File: src/rtl/wheel_speed_mc.sv
// Multi-channel wheel-speed counter: per-channel synchronised edge counting over a
// fixed enabled-clock window, with saturation/overflow flags and a one-cycle valid strobe.
module wheel_speed_mc #(
  parameter int N_CH          = 4,
  parameter int CNT_W         = 8,
  parameter int WINDOW_CYCLES = 50000,
  parameter int EDGE_MODE     = 0
) (
  input  logic                    CLK,
  input  logic                    RST,
  input  logic                    en,
  input  logic [N_CH-1:0]         pulse_in,
  output logic [N_CH*CNT_W-1:0]   count_out,
  output logic [N_CH-1:0]         ovf_out,
  output logic                    valid
);

  localparam int TW = (WINDOW_CYCLES > 1) ? $clog2(WINDOW_CYCLES) : 1;
  localparam logic [TW-1:0] T_LAST = TW'(WINDOW_CYCLES - 1);

  logic [N_CH-1:0]            sync1;
  logic [N_CH-1:0]            sync2;
  logic [N_CH-1:0]            prev;
  logic [N_CH-1:0]            hit;
  logic [N_CH-1:0]            ovf;
  logic [N_CH-1:0]            ovf_nxt;
  logic [N_CH-1:0][CNT_W-1:0] cnt;
  logic [N_CH-1:0][CNT_W-1:0] cnt_nxt;
  logic [1:0]                 arm;
  logic                       armed;
  logic                       terminal;
  logic [TW-1:0]              timer;

  assign armed    = (arm == 2'd3);
  assign terminal = en && (timer == T_LAST);

  // Next counter values include an edge seen in the terminal cycle, so the
  // latched result and the running counters share one computation.
  always_comb begin
    if (EDGE_MODE != 0) hit = sync2 ^ prev;
    else                hit = sync2 & ~prev;
    if (!(armed && en)) hit = '0;
    cnt_nxt = cnt;
    ovf_nxt = ovf;
    for (int unsigned ch = 0; ch < N_CH; ch++) begin
      if (hit[ch]) begin
        if (cnt[ch] == '1) ovf_nxt[ch] = 1'b1;
        else               cnt_nxt[ch] = cnt[ch] + CNT_W'(1);
      end
    end
  end

  always_ff @(posedge CLK) begin
    if (RST) begin
      sync1     <= '0;
      sync2     <= '0;
      prev      <= '0;
      arm       <= '0;
      timer     <= '0;
      cnt       <= '0;
      ovf       <= '0;
      count_out <= '0;
      ovf_out   <= '0;
      valid     <= 1'b0;
    end else begin
      sync1 <= pulse_in;
      sync2 <= sync1;
      prev  <= sync2;
      if (!armed) arm <= arm + 2'd1;
      valid <= terminal;
      if (terminal) begin
        count_out <= cnt_nxt;
        ovf_out   <= ovf_nxt;
        cnt       <= '0;
        ovf       <= '0;
        timer     <= '0;
      end else if (en) begin
        cnt   <= cnt_nxt;
        ovf   <= ovf_nxt;
        timer <= timer + TW'(1);
      end
    end
  end

endmodule

File: config.mk
export PLATFORM = sky130hd
export DESIGN_NAME = wheel_speed_mc
export DESIGN_NICKNAME = d
export VERILOG_FILES = /design/src/rtl/wheel_speed_mc.sv
export SDC_FILE = /design/constraint.sdc
export NUM_CORES = 1
export LEC_CHECK = 0
export ABC_AREA = 0
export BUFFER_PORTS_ARGS = -buffer_cell sky130_fd_sc_hd__buf_2
export CORE_MARGIN = 5
export CORE_UTILIZATION = 60
export CTS_BUF_LIST = sky130_fd_sc_hd__clkbuf_4
export DETAILED_ROUTE_END_ITERATION = 10
export HOLD_SLACK_MARGIN = 0.1
export PLACE_DENSITY_LB_ADDON = 0.05
export SETUP_SLACK_MARGIN = 0.3
export SYNTH_ARGS = -nofsm -noshare
export SYNTH_HDL_FRONTEND = slang
export SYNTH_SLANG_ARGS = --single-unit
File: constraint.sdc
create_clock -name CLK -period 2 [get_ports CLK]
set_input_delay 0.1 -clock CLK [delete_from_list [all_inputs] [get_ports CLK]]
set_output_delay 0.1 -clock CLK [all_outputs]
set_load 0.01 [all_outputs]
* Yosys cells after proc, flatten, opt, wreduce, memory -nomap -nowiden
Cells that the tools add are included.
Operators by class: reduce and logical (&&, ||, !) cells 3, $add $sub $neg 6, eq/ne operators 6, bitwise gates (word level) 2, multiplexer cells 17
Operators by type and width (count):
- 2-to-1 mux 8 bit | 8
- adder 8 x 1 -> 8 bit (second input constant) | 4
- == test 8 bit (second input constant) | 4
- adder 16 x 1 -> 16 bit (second input constant) | 1
- == test 16 bit (second input constant) | 1
- 2-to-1 mux 1 bit | 8
- AND 4 bit | 1
- 2-to-1 mux 4 bit | 1
- inverter 4 bit | 1
- adder 2 x 1 -> 2 bit (second input constant) | 1
- == test 2 bit (second input constant) | 1
- logical AND 1 bit | 2
- OR reduction 2 bit | 1
Word-level totals: input port bits 7, bits in registers 103, output and inout bits 37, word-level logic and storage cells 47

* Longest topological paths before layout
depth in word-level cells 4, gate-level depth with buffers 8, depth with buffers taken out 6

* Worst setup path before layout
OpenSTA, ideal clock, no wires.
path kind register to register, start register arm[0], end register cnt[23] in the netlist's numbering, setup time 128 ps, arrival time 1654 ps, required time 1872 ps, setup slack 218 ps, stages on the path, launching flop included 9, period minus slack after synthesis 1782 ps, buffers on the path 2, cell sequence dfxtp_1 -> ha_1 -> buf_4 -> and4b_1 -> buf_4 -> nand4_4 -> or4b_4 -> o21ai_2 -> nor2_1
Between the ends: longest elaborated chain between the ends 4
RTL lines:
- start: declaration | RTL line 29 | logic [1:0] arm;
- start signal: assignment | RTL line 69 | if (!armed) arm <= arm + 2'd1;
- == test 2 bit | RTL line 34 | assign armed = (arm == 2'd3);
- logical AND 1 bit | RTL line 42 | if (!(armed && en)) hit = '0;
- 2-to-1 mux 4 bit | RTL line 42
- 2-to-1 mux 8 bit | RTL line 46 | if (hit[ch]) begin
- end signal: assignment | RTL line 78 | cnt <= cnt_nxt;
- end: declaration | RTL line 27 | logic [N_CH-1:0][CNT_W-1:0] cnt;
No other way between the ends. A chain may end at the register's enable or synchronous reset.

* Worst setup path after layout
start register arm[0], end register count_out[14]
Between the ends: longest elaborated chain between the ends 4
RTL lines:
- == test 2 bit | RTL line 34
- logical AND 1 bit | RTL line 42
- 2-to-1 mux 4 bit | RTL line 42
- 2-to-1 mux 8 bit | RTL line 46
- end signal: assignment | RTL line 72 | count_out <= cnt_nxt;
- end: declaration | RTL line 13 | output logic [N_CH*CNT_W-1:0] count_out,
No other way between the ends.

==> impl_metrics.tcl <==
set metrics [dict create \
    cp_max_fo 6 \
    grt-ovfl-total 0 \
    cts_root_buffer "clkbuf_4" \
    rows 29 \
    layout_commonest_cell "dfxtp_1" \
    die_x_um 91.2 \
    wire_per_inst_um 13.3 \
    cp-start-kind "flop" \
    fin_tns_setup_ns 0 \
    htreeDepth 3 \
    crit_path_end_kind "flop" \
    dpl.hpwl_um 5260 \
    outcome "finished, final reports clean" \
    criticalPathCategory "flop to flop" \
    r2r-end "count_out[14]" \
    internal_power_mw 2.38 \
    yosys_warnings 0 \
    n_antenna_cell 0 \
    synth-async-reset-ratio_pct 0 \
    cts_buffers 9 \
    gp_congestion 0.798 \
    synth_cell_types 42 \
    worst_slew_pin_slew_ns 0.276 \
    drt_iter0_drc 95 \
    finalSetupViolations 0 \
    synth_area_leaders "dfxtp_1 52%, nor2_1 6.1%, nand2_1 5.4%, mux2i_1 3.5%, xor2_1 3.5%" \
    sw_frac_of_total_pct 23.1 \
    synth_edf_count 0 \
    clock-sinks 103 \
    r2r_cells 6 \
    synthesis.area_um2 3960 \
    core_um2 6390 \
    hold_start "pulse_in[3]" \
    routed_via_density 5.39 \
    grt_pass1_wl_um 13400 \
    yosys.area.top_type "dfxtp_1" \
    maxSlewHeadroom_pct 81.1 \
    clk_latency_ns 0.44 \
    report.final.slew_viol_count 0 \
    clock_power_share_pct 27.9 \
    drive_gt1_share_pct 24.2 \
    crit_path_end "count_out[14]" \
    skew_ns 0.0157 \
    yosys_most_used_dff "dfxtp_1" \
    power_density_nw_per_um2 659 \
    rsz0062_at_grt "true" \
    grt_max_degree 35 \
    period_share_pct 82.0 \
    clk_pin_slew_ns 0.14 \
    r2r_start "arm[0]" \
    cts_tree "yes" \
    dr.pass1.iters 4 \
    p_leak_nw 1.92 \
    antenna_found_initial 0 \
    ys_ff_latch 103 \
    finalPower_mw 3.09 \
    setup_ws_ns 0.359 \
    port_buffers 43 \
    comb_power_share_pct 4.5 \
    r2r_slack_ns 0.36 \
    grt_usage_pct 19.3 \
    peakVddDrop_uv 448 \
    worstPathArrival_ns 1.99 \
    routed_wl_um 7790 \
    synth.avg_cell_area_um2 9.14 \
    final_cell_mix "91 x dfxtp_1, 64 x nor2_1, 56 x nand2_1, 43 x buf_2, 30 x o21ai_1" \
    antenna_left 0 \
    synth_top_area_share_pct 52.1 \
    die_h_um 91.2 \
    switching_power_mw 0.716 \
    clock_tree.buffer_depth 2 \
    p_seq_share_pct 67.7 \
    syn-instance-count 433 \
    drv_cap 0 \
    hold_path.class "primary input to flop" \
    fmax_mhz 610 \
    drcViolationCount 0 \
    crit_start "arm[0]" \
    hold_viol 0 \
    grt_pass1_vias 2962 \
    place_worst_setup_slack_ns -0.279 \
    synthToLayoutAreaGrowth_pct 18.8 \
    fp.dieArea_um2 8320 \
    initial_core_util_pct 62.0 \
    io_pins 44 \
    synth_nets 446 \
    fin_crit_ns 1.64 \
    nNetsFinal 518 \
    crit_required_ns 2.35 \
    yosysSeqAreaShare_pct 52.1 \
    vias 3158 \
]
routing by layer:
| metal | share of wire [%] | vias up | routed length, um | GRT usage [%] |
|---|---|---|---|---|
| li1 | - | 1618 | - | - |
| met1 | 47 | 1470 | 3660 | 25.2 |
| met2 | 48 | 57 | 3730 | 32.0 |
| met3 | 3.5 | 13 | 275 | 3.39 |
| met4 | 1.6 | 0 | 128 | 7.33 |
| met5 | 0 | - | 0 | 0 |
area by class of cell:
class,instances,area (um2)
sequential,103,2080
multi-input combinational,307,1890
fill,511,1690
timing repair buffer,78,513
tap,77,96.3
clock buffer,9,67.6
clock inverter,6,28.8
inverter,6,22.5
state kept, by name (all words and copies together) (netlist names):
name       flops
cnt           32
count_out     32
timer         16
ovf            4
ovf_out        4
prev           4
sync1          4
sync2          4
arm            2
valid          1
kinds of logic (layout without fill, tap and decap cells):
kind of cell	Yosys count	in the layout	share of synthesized area, %
xor gates and xnor gates	23	23	5.09
buffers and inverters	24	99	2.97
and+or+nand+nor	201	202	25.5
muxes	15	15	3.83
adders and majority gates	6	6	1.90
DFF	103	103	52.1
AOI/OAI and AO/OA	61	61	8.60
power groups by stage:
stage	clock network [mW]	logic, mW	registers (mW)
finish	0.862	0.138	2.09
global route	0.980	0.153	2.10
detailed placement	0	0.111	2.14
global placement	0	0.108	2.14
floorplan	0	0.0789	2.14
CTS	0.890	0.136	2.10
worst min path at each step:
stage,endpoint,cells after the start
global placement,sync1[1],2
CTS,count_out[30],4
global route,sync1[1],3
detailed placement,sync1[1],2
floorplan,prev[0],1
finish,sync1[3],3
worst max-delay path: stages, from the launching register on:
cell	delay, ns
dfxtp_2	0.38
ha_4	0.16
and4b_2	0.29
and4_4	0.27
and4b_1	0.21
a21oi_1	0.07
a22o_1	0.19
repair_timing:
item | CTS | global route
hold buffers | 5 | 1
setup endpoints to repair | 65 | 88
cloned | 1 | 0
buffers inserted | 5 | 4
endpoints found under the hold margin | 5 | 2
gates resized for setup | 15 | 28
pin swaps | 4 | 6
through the flow:
stage	cell area [um2]	hold slack, ns	util, %	cells
6_report	4700	0.423	73.6	586
5_1_grt	4700	0.431	73.6	586
4_1_cts	4590	0.114	71.8	581
3_5_place_dp	4340	0.318	68.0	555
3_3_place_gp	4340	0.313	68.0	555
2_1_floorplan	3980	0.172	-	433
Yosys cell counts (4+ instances only):
cell / n
a21oi_1: 12
and3_1: 4
and4_1: 8
and4b_1: 4
buf_2: 7
clkbuf_1: 7
dfxtp_1: 103
ha_1: 6
inv_1: 6
mux2i_1: 14
nand2_1: 57
nand2b_1: 6
nand3_1: 13
nand4_1: 12
nor2_1: 64
nor2b_1: 16
o21ai_0: 11
o21ai_1: 27
xnor2_1: 7
xor2_1: 16
Note: power is estimated with default switching activity, not from simulation.
